==> src/rtl/bridge_psram_writer_if.sv <==
// rtl/bridge_psram_writer_if.sv - word write request bus towards the PSRAM controller
interface bridge_psram_writer_if #(
  parameter int AW = 22
);
  logic          mem_valid;
  logic          mem_ready;
  logic [AW-1:0] mem_addr;
  logic [15:0]   mem_data;

  modport master (
    output mem_valid,
    output mem_addr,
    output mem_data,
    input  mem_ready
  );

  modport slave (
    input  mem_valid,
    input  mem_addr,
    input  mem_data,
    output mem_ready
  );
endinterface

==> src/rtl/bridge_psram_writer.sv <==
// rtl/bridge_psram_writer.sv - buffers windowed 32-bit bridge writes, issues them as two 16-bit PSRAM words
module bridge_psram_writer #(
  parameter int         DEPTH = 16,
  parameter logic [7:0] BASE  = 8'h00,
  parameter int         AW    = 22
) (
  input  logic                     clock,
  input  logic                     reset,
  input  logic                     in_wr,
  input  logic [31:0]              in_addr,
  input  logic [31:0]              in_data,
  bridge_psram_writer_if.master    mem,
  output logic [$clog2(DEPTH):0]   level,
  output logic                     idle,
  output logic                     overflow
);

  localparam int PW = $clog2(DEPTH);
  localparam int LW = PW + 1;
  localparam int WW = AW - 1;
  localparam int EW = WW + 32;

  typedef enum logic [1:0] {
    S_IDLE,
    S_LO,
    S_HI
  } state_t;

  logic [EW-1:0] fifo [DEPTH];
  logic [PW-1:0] wr_ptr;
  logic [PW-1:0] rd_ptr;
  state_t        state;
  logic [WW-1:0] hold_w;
  logic [15:0]   hold_hi;

  logic          accept;
  logic          empty;
  logic          full;
  logic          pop;
  logic          push;
  logic [EW-1:0] head;
  logic          unused_addr_bits;

  assign accept = in_wr && (in_addr[31:24] == BASE);
  assign empty  = (level == '0);
  assign full   = (level == LW'(DEPTH));
  assign pop    = (state == S_IDLE) && !empty;
  // A full FIFO still takes a write when the FSM frees a slot in the same cycle
  assign push   = accept && (!full || pop);
  assign head   = fifo[rd_ptr];
  assign idle   = (state == S_IDLE) && empty;

  assign unused_addr_bits = ^{in_addr[23:AW+1], in_addr[1:0]};

  always_ff @(posedge clock) begin
    if (push) begin
      fifo[wr_ptr] <= {in_addr[AW:2], in_data};
    end
  end

  always_ff @(posedge clock) begin
    if (reset) begin
      wr_ptr        <= '0;
      rd_ptr        <= '0;
      level         <= '0;
      overflow      <= 1'b0;
      state         <= S_IDLE;
      hold_w        <= '0;
      hold_hi       <= '0;
      mem.mem_valid <= 1'b0;
      mem.mem_addr  <= '0;
      mem.mem_data  <= '0;
    end else begin
      if (push) begin
        wr_ptr <= wr_ptr + 1'b1;
      end
      if (pop) begin
        rd_ptr <= rd_ptr + 1'b1;
      end
      if (push && !pop) begin
        level <= level + 1'b1;
      end else if (pop && !push) begin
        level <= level - 1'b1;
      end
      if (accept && full && !pop) begin
        overflow <= 1'b1;
      end

      case (state)
        S_IDLE: begin
          if (!empty) begin
            hold_w        <= head[EW-1:32];
            hold_hi       <= head[31:16];
            mem.mem_valid <= 1'b1;
            mem.mem_addr  <= {head[EW-1:32], 1'b0};
            mem.mem_data  <= head[15:0];
            state         <= S_LO;
          end
        end
        S_LO: begin
          if (mem.mem_ready) begin
            mem.mem_addr <= {hold_w, 1'b1};
            mem.mem_data <= hold_hi;
            state        <= S_HI;
          end
        end
        S_HI: begin
          if (mem.mem_ready) begin
            mem.mem_valid <= 1'b0;
            state         <= S_IDLE;
          end
        end
        default: begin
          mem.mem_valid <= 1'b0;
          state         <= S_IDLE;
        end
      endcase
    end
  end

endmodule

==> src/flat_wrapper.sv <==
// flat-port wrapper written by rule: the top's interface ports become plain ports
module bridge_psram_writer_flat 
#(
  parameter int         DEPTH = 16,
  parameter logic [7:0] BASE  = 8'h00,
  parameter int         AW    = 22
)
  (clock, reset, in_wr, in_addr, in_data, level, idle, overflow, mem_mem_valid, mem_mem_addr, mem_mem_data, mem_mem_ready);
  bridge_psram_writer_if #(.AW(AW)) mem_i ();
  input  logic clock;
  input  logic reset;
  input  logic in_wr;
  input  logic [31:0] in_addr;
  input  logic [31:0] in_data;
  output logic [$clog2(DEPTH):0] level;
  output logic idle;
  output logic overflow;
  output wire logic [$bits(mem_i.mem_valid)-1:0] mem_mem_valid;
  output wire logic [$bits(mem_i.mem_addr)-1:0] mem_mem_addr;
  output wire logic [$bits(mem_i.mem_data)-1:0] mem_mem_data;
  input wire logic [$bits(mem_i.mem_ready)-1:0] mem_mem_ready;
  assign mem_mem_valid = mem_i.mem_valid;
  assign mem_mem_addr = mem_i.mem_addr;
  assign mem_mem_data = mem_i.mem_data;
  assign mem_i.mem_ready = mem_mem_ready;
  bridge_psram_writer #(.DEPTH(DEPTH), .BASE(BASE), .AW(AW)) u_core (.clock(clock), .reset(reset), .in_wr(in_wr), .in_addr(in_addr), .in_data(in_data), .mem(mem_i), .level(level), .idle(idle), .overflow(overflow));
endmodule
==> config.mk <==
export PLATFORM = sky130hd
export DESIGN_NAME = bridge_psram_writer_flat
export DESIGN_NICKNAME = d
export VERILOG_FILES = /design/src/rtl/bridge_psram_writer_if.sv /design/src/rtl/bridge_psram_writer.sv /design/src/flat_wrapper.sv
export SDC_FILE = /design/constraint.sdc
export NUM_CORES = 1
export LEC_CHECK = 0
export CORE_ASPECT_RATIO = 0.8
export CORE_MARGIN = 1.5
export CORE_UTILIZATION = 35
export CTS_CLUSTER_DIAMETER = 200
export DETAILED_ROUTE_END_ITERATION = 12
export PLACE_DENSITY_LB_ADDON = 0.3
export SLEW_MARGIN = 20
export SYNTH_ARGS = -nofsm -noshare
export SYNTH_HDL_FRONTEND = slang
export SYNTH_SLANG_ARGS = --single-unit
==> constraint.sdc <==
create_clock -name clock -period 5.4 [get_ports clock]
set_input_delay 1.08 -clock clock [delete_from_list [all_inputs] [get_ports clock]]
set_output_delay 1.08 -clock clock [all_outputs]
set_load 0.05 [all_outputs]
==> impl_metrics.ini, run 1 <==
[pwr]
power_density_mw_per_mm2 = 430
ir_drop_uv = 395
leakagePower_uw = 0.0129

[cts]
postCtsSetupRepairBufs = 0
h-tree-depth = 3
numClockSinks = 944
post_cts_resized = 0
numCtsBuffers = 94
clk_pin_slew_ps = 60
clk_latency_ps = 670
cts_buffer_depth = 3
cts_tree = done
cts_hold_buf = 0
cts_root_buf = clkbuf_16

[sta]
max_freq_ghz = 0.243
finalSetupTns_ps = 0
setup_viol = 0
drv_slew = 0
worst_pin_slew_ps = 1070
post-route-period-util_pct = 76.1
relSlewSlack_pct = 28.6
whs_ps = 497
final.min_clock_period_ps = 4110
hold_viol = 0
grt_setup_unrepaired = false
finClkSkew_ps = 42.8

[setup_path]
crit_fanout = 6
reg2regPathDepth = 10
required_ps = 4320
rrSetupSlack_ps = 2070
worstSetupPathType = reg -> out
cp-start-kind = register
r2r_start = u_core.level[0]
cp_top_family = simple AND/OR/NAND/NOR gates
end_kind = output port
cpPeakStageDelay_ps = 910
critPathBufInv = 1
cp.arrival_ps = 3030
cpMaxStageDelayCell = clkdlybuf4s50_1
critical_path.startpoint = u_core.level[0]
worstPathCellList = or4_1, nor3_1, clkdlybuf4s50_1
r2r_end = u_core.level[4]

[route]
drc = 0
ant_nets = 0
vias = 18700
drt_wl_total_um = 88300
wl_per_cell_um = 25.0
first_pass_iters = 5
vias_per_cell = 5.30
drt_iter0_drc = 1760

[global_routing]
grt_max_degree = 111
grt_use_total_pct = 16.6
grt_first_pass_wirelength_um = 130000
grt_pass1_vias = 19300
overflow = 0
antenna_found_initial = 6

[logic_synthesis]
ys_types = 54
synth.avg_cell_area_um2 = 18.9
async_flop_share_pct = 0
postSynthCellCount = 1930
netlist.area_leader.share_pct = 69.7
synth_largest_area_cell = edfxtp_1
syn_area_mm2 = 0.0365
synth_nets = 2008
synth_seq_area_share_pct = 75.0
yosys_warnings = 0
synth-edff-count = 848
synthFlopType = edfxtp_1
ys_seq_elements = 944
synthTopCellsByArea = edfxtp_1 (70%), mux4_2 (7.9%), mux2i_1 (5.9%)

[finish]
final_nets = 2140
areaGrowthSynthToFinish_pct = 16.7
drive_gt1_share_pct = 17.4
nFillCells = 9106
fin_util_pct = 41.4
mostFrequentLayoutCells = edfxtp_1 (848), mux2i_1 (216), mux4_2 (128), clkdlybuf4s50_1 (109), clkbuf_16 (95)
multi_input_area_mm2 = 0.00855
final-seq-area_mm2 = 0.0274
final_common_cell = edfxtp_1

[hold_path]
worstHoldPathType = reg -> reg
min_from = u_core.rd_ptr[1]
hold-path-cell-count = 2

[floorplanning]
die_w_um = 364
io_pins = 114
core_area_mm2 = 0.103
die_area_mm2 = 0.106
die_h_um = 292
row_count = 105
start_util_pct = 35.4

[place]
post-dp-hpwl_um = 48300
numPortBuffers = 110
place.gp.congestion = 0.770

[run_status]
outcome = completed

[job]
maxCapViolations = 0
## metrics by stage
| stage | std cells | area [µm²] | worst slack (ps) | total power (µW) |
|---|---|---|---|---|
| finish | 3534 | 42600 | 1290 | 18300 |
| detailed placement | 3357 | 39400 | 1220 | 11800 |
| floorplan | 1930 | 36500 | 1660 | 10600 |
| global placement | 3355 | 39400 | 1180 | 11800 |
| CTS | 3533 | 42600 | 1220 | 18500 |
| global route | 3533 | 42600 | 1180 | 19000 |
## logic make-up (layout without fill, tap and decap cells)
logic type,count (synthesis),after routing,share of synthesized area (%)
muxes,345,345,13.8
DFF,944,944,75.0
adders and majority gates,10,10,0.363
xor gates and xnor gates,6,6,0.144
buffers and inverters,157,369,1.93
and+or+nand+nor,222,222,3.16
AOI/OAI and AO/OA,246,246,5.55
other,0,1,0
## sequential cells by signal, summed over array words and instances, names as in the netlist, named ones only
name and count:
u_core.fifo 848, u_core.hold_hi 16, u_core.hold_w 21, u_core.level 5, u_core.mem.mem_addr 22, u_core.mem.mem_data 16
u_core.mem.mem_valid 1, u_core.overflow 1, u_core.rd_ptr 4, u_core.state 2, u_core.wr_ptr 4
## worst max path at each step
stage	endpoint	slack, ps	cells after the start
after floorplan	u_core.fifo[11][0]	1660	5
after global placement	u_core.level[4]	1180	11
after detailed placement	u_core.level[4]	1220	11
after CTS	idle	1220	3
after global routing	idle	1180	3
final	idle	1290	3
## routing by layer
layer	GRT usage, %	wire length (µm)	vias to the layer above
li1	-	-	8148
met1	23.8	40000	9872
met2	26.2	41600	558
met3	2.72	4720	150
met4	4.27	1950	8
met5	0	53	-
## worst min-delay path, cell delays in order, from the launching register on
cell,delay [ps]
dfxtp_1,330
nand2_1,60
a21oi_1,70
## cell type report
cell class,count,area share (%)
tap,1391,4.08
clock inverter,46,1.39
antenna,1,0.00587
sequential,944,64.3
multi-input combinational,829,20.1
inverter,36,0.317
timing repair buffer,157,3.82
clock buffer,130,6.05
## power breakdown
| group | internal, µW | switching [µW] | total, µW |
|---|---|---|---|
| Combinational | 1020 | 2190 | 3210 |
| Clock | 3850 | 2780 | 6630 |
| Sequential | 8230 | 259 | 8490 |
| Total | 13100 | 5230 | 18300 |
## synthesized netlist by cell type (all sizes together), types with 2 or more instances
library cell and count:
and4 10, a21o 4, xnor2 3, ha 9
dfxtp 96, a21oi 41, or3 31, mux4 128
nand3 5, mux2i 216, a311oi 2, nor4 2
clkbuf 67, and3 16, nand2b 3, or4 2
edfxtp 848, xor2 3, buf 54, a22oi 84
o21ai 2, a221oi 21, nor2b 5, and2 11
nor3 12, o221ai 37, nand3b 10, a211oi 3
a2111oi 11, nor2 36, nand2 75, o31ai 31
o2111a 6, inv 36
No activity file was read; power rests on OpenSTA's default activity.
==> run 2, diff against run 1 <==
==> constraint.sdc (replaced) <==
create_clock -name clock -period 4 [get_ports clock]
set_input_delay 0.8 -clock clock [delete_from_list [all_inputs] [get_ports clock]]
set_output_delay 0.8 -clock clock [all_outputs]
set_load 0.05 [all_outputs]
==> run 2 against run 1 <==
Clock power rose by 30%; clock skew shrank 13 ps; final area up 0.51%.
==> impl_metrics.ini, run 2 (synthesis results as in run 1) <==
[setup_path]
r2r_start = u_core.level[0]
reg2regPathDepth = 10
rrSetupSlack_ps = 680
worstSetupPathType = reg -> out
end_kind = output port
required_ps = 3200
crit_fanout = 6
cp.arrival_ps = 2940
cp-start-kind = register
r2r_end = u_core.level[4]

[cts]
numCtsBuffers = 93
cts_hold_buf = 0
postCtsSetupRepairBufs = 0
numClockSinks = 944
clk_latency_ps = 670
cts_buffer_depth = 3
post_cts_resized = 1
clk_pin_slew_ps = 70
cts_root_buf = clkbuf_16
cts_tree = done
h-tree-depth = 3

[finish]
final_cells = 3553
final_common_cell = edfxtp_1
nFillCells = 9085
top_register = u_core.fifo
drive_gt1_share_pct = 18.5
largest_reg_flops = 848
reg.largest.list = u_core.fifo (848), u_core.mem.mem_addr (22), u_core.hold_w (21)
areaGrowthSynthToFinish_pct = 17.3
final_nets = 2161
mostFrequentLayoutCells = edfxtp_1 (848), mux2i_1 (216), mux4_2 (128), clkdlybuf4s50_1 (108), clkbuf_16 (95)

[global_routing]
antenna_found_initial = 6
grt_first_pass_wirelength_um = 132000
overflow = 0
grt_max_degree = 71
grt_use_total_pct = 17.0
grt_pass1_vias = 19400

[hold_path]
hold-path-cell-count = 2
worstHoldPathType = reg -> reg
min_from = u_core.rd_ptr[1]

[sta]
grt_setup_unrepaired = false
hold_viol = 0
finalSetupTns_ps = 0
post-route-period-util_pct = 93.4
setup_slack_ps = 263
final.min_clock_period_ps = 3740
relSlewSlack_pct = 33.7
worst_pin_slew_ps = 994
finClkSkew_ps = 29.6
drv_slew = 0
setup_viol = 0
max_freq_ghz = 0.268

[pwr]
comb_power_share_pct = 17.7
power_density_mw_per_mm2 = 571
intPower_uw = 17300
switching_share_pct = 29.1
p_sw_uw = 7110
ir_drop_uv = 501
leakagePower_uw = 0.0130
seqPwrFrac_pct = 47.1
pwr-share-clk_pct = 35.2

[floorplanning]
die_area_mm2 = 0.106
core_area_mm2 = 0.103
io_pins = 114
row_count = 105
die_w_um = 364
die_h_um = 292
start_util_pct = 35.4

[place]
place.gp.congestion = 0.745
dp_cells = 3379
numPortBuffers = 110
post-dp-hpwl_um = 50700
dp_slack_ps = 78.4

[job]
maxCapViolations = 0

[route]
first_pass_iters = 7
vias = 18800
drt_iter0_drc = 1509
drt_wl_total_um = 90200
ant_nets = 0
drc = 0
wl_per_cell_um = 25.4
vias_per_cell = 5.29

[run_status]
outcome = completed
==> run 2: routing by layer <==
metal,vias to the layer above,routed length (µm),GRT usage (%)
met5,-,16,0
met4,4,2260,4.66
met3,156,5490,3.40
met2,580,41500,26.3
met1,9893,40900,24.3
li1,8173,-,-
==> run 2: how the worst max path moves through the flow <==
stage	from	slack, ps	to	depth (start not counted)
detailed placement	in_addr[25]	80	u_core.level[4]	11
global placement	in_addr[25]	70	u_core.level[4]	11
global route	u_core.level[0]	220	idle	3
floorplan	in_addr[25]	540	u_core.fifo[11][0]	5
finish	u_core.level[0]	260	idle	3
CTS	u_core.level[0]	270	idle	3
==> run 2: power by group through the flow <==
| stage | Sequential (µW) | Clock [µW] | Combinational, µW |
|---|---|---|---|
| after detailed placement | 11700 | 0 | 4320 |
| after global placement | 11700 | 0 | 4240 |
| after global routing | 11500 | 9170 | 4590 |
| after CTS | 11500 | 8780 | 4330 |
| final | 11500 | 8610 | 4330 |
| after floorplan | 12000 | 0 | 2220 |
==> run 2: critical path, stage by stage (launching register included) <==
cell           delay [ps]
dfxtp_1               410
or4_1                 680
nor3_1                560
dlygate4sd2_1         620
==> run 2: metrics by stage <==
stage | utilization [%] | power [µW] | hold WS [ps] | instance area, µm²
finish | 41.6 | 24400 | 514 | 42800
global route | 41.6 | 25300 | 545 | 42800
CTS | 41.6 | 24600 | 507 | 42800
detailed placement | 38.7 | 16000 | 489 | 39800
global placement | 38.7 | 15900 | 487 | 39800
floorplan | - | 14300 | 467 | 36500
==> run 2: area by class of cell <==
| class | count | area (µm²) | share of cell area, % |
|---|---|---|---|
| Antenna cell | 1 | 2.50 | 0.00584 |
| Clock buffer | 112 | 2480 | 5.79 |
| Clock inverter | 61 | 522 | 1.22 |
| Inverter | 36 | 135 | 0.315 |
| Multi-Input combinational cell | 829 | 8550 | 19.9 |
| Sequential cell | 944 | 27400 | 64.0 |
| Tap cell | 1391 | 1740 | 4.06 |
| Timing Repair Buffer | 179 | 2020 | 4.71 |
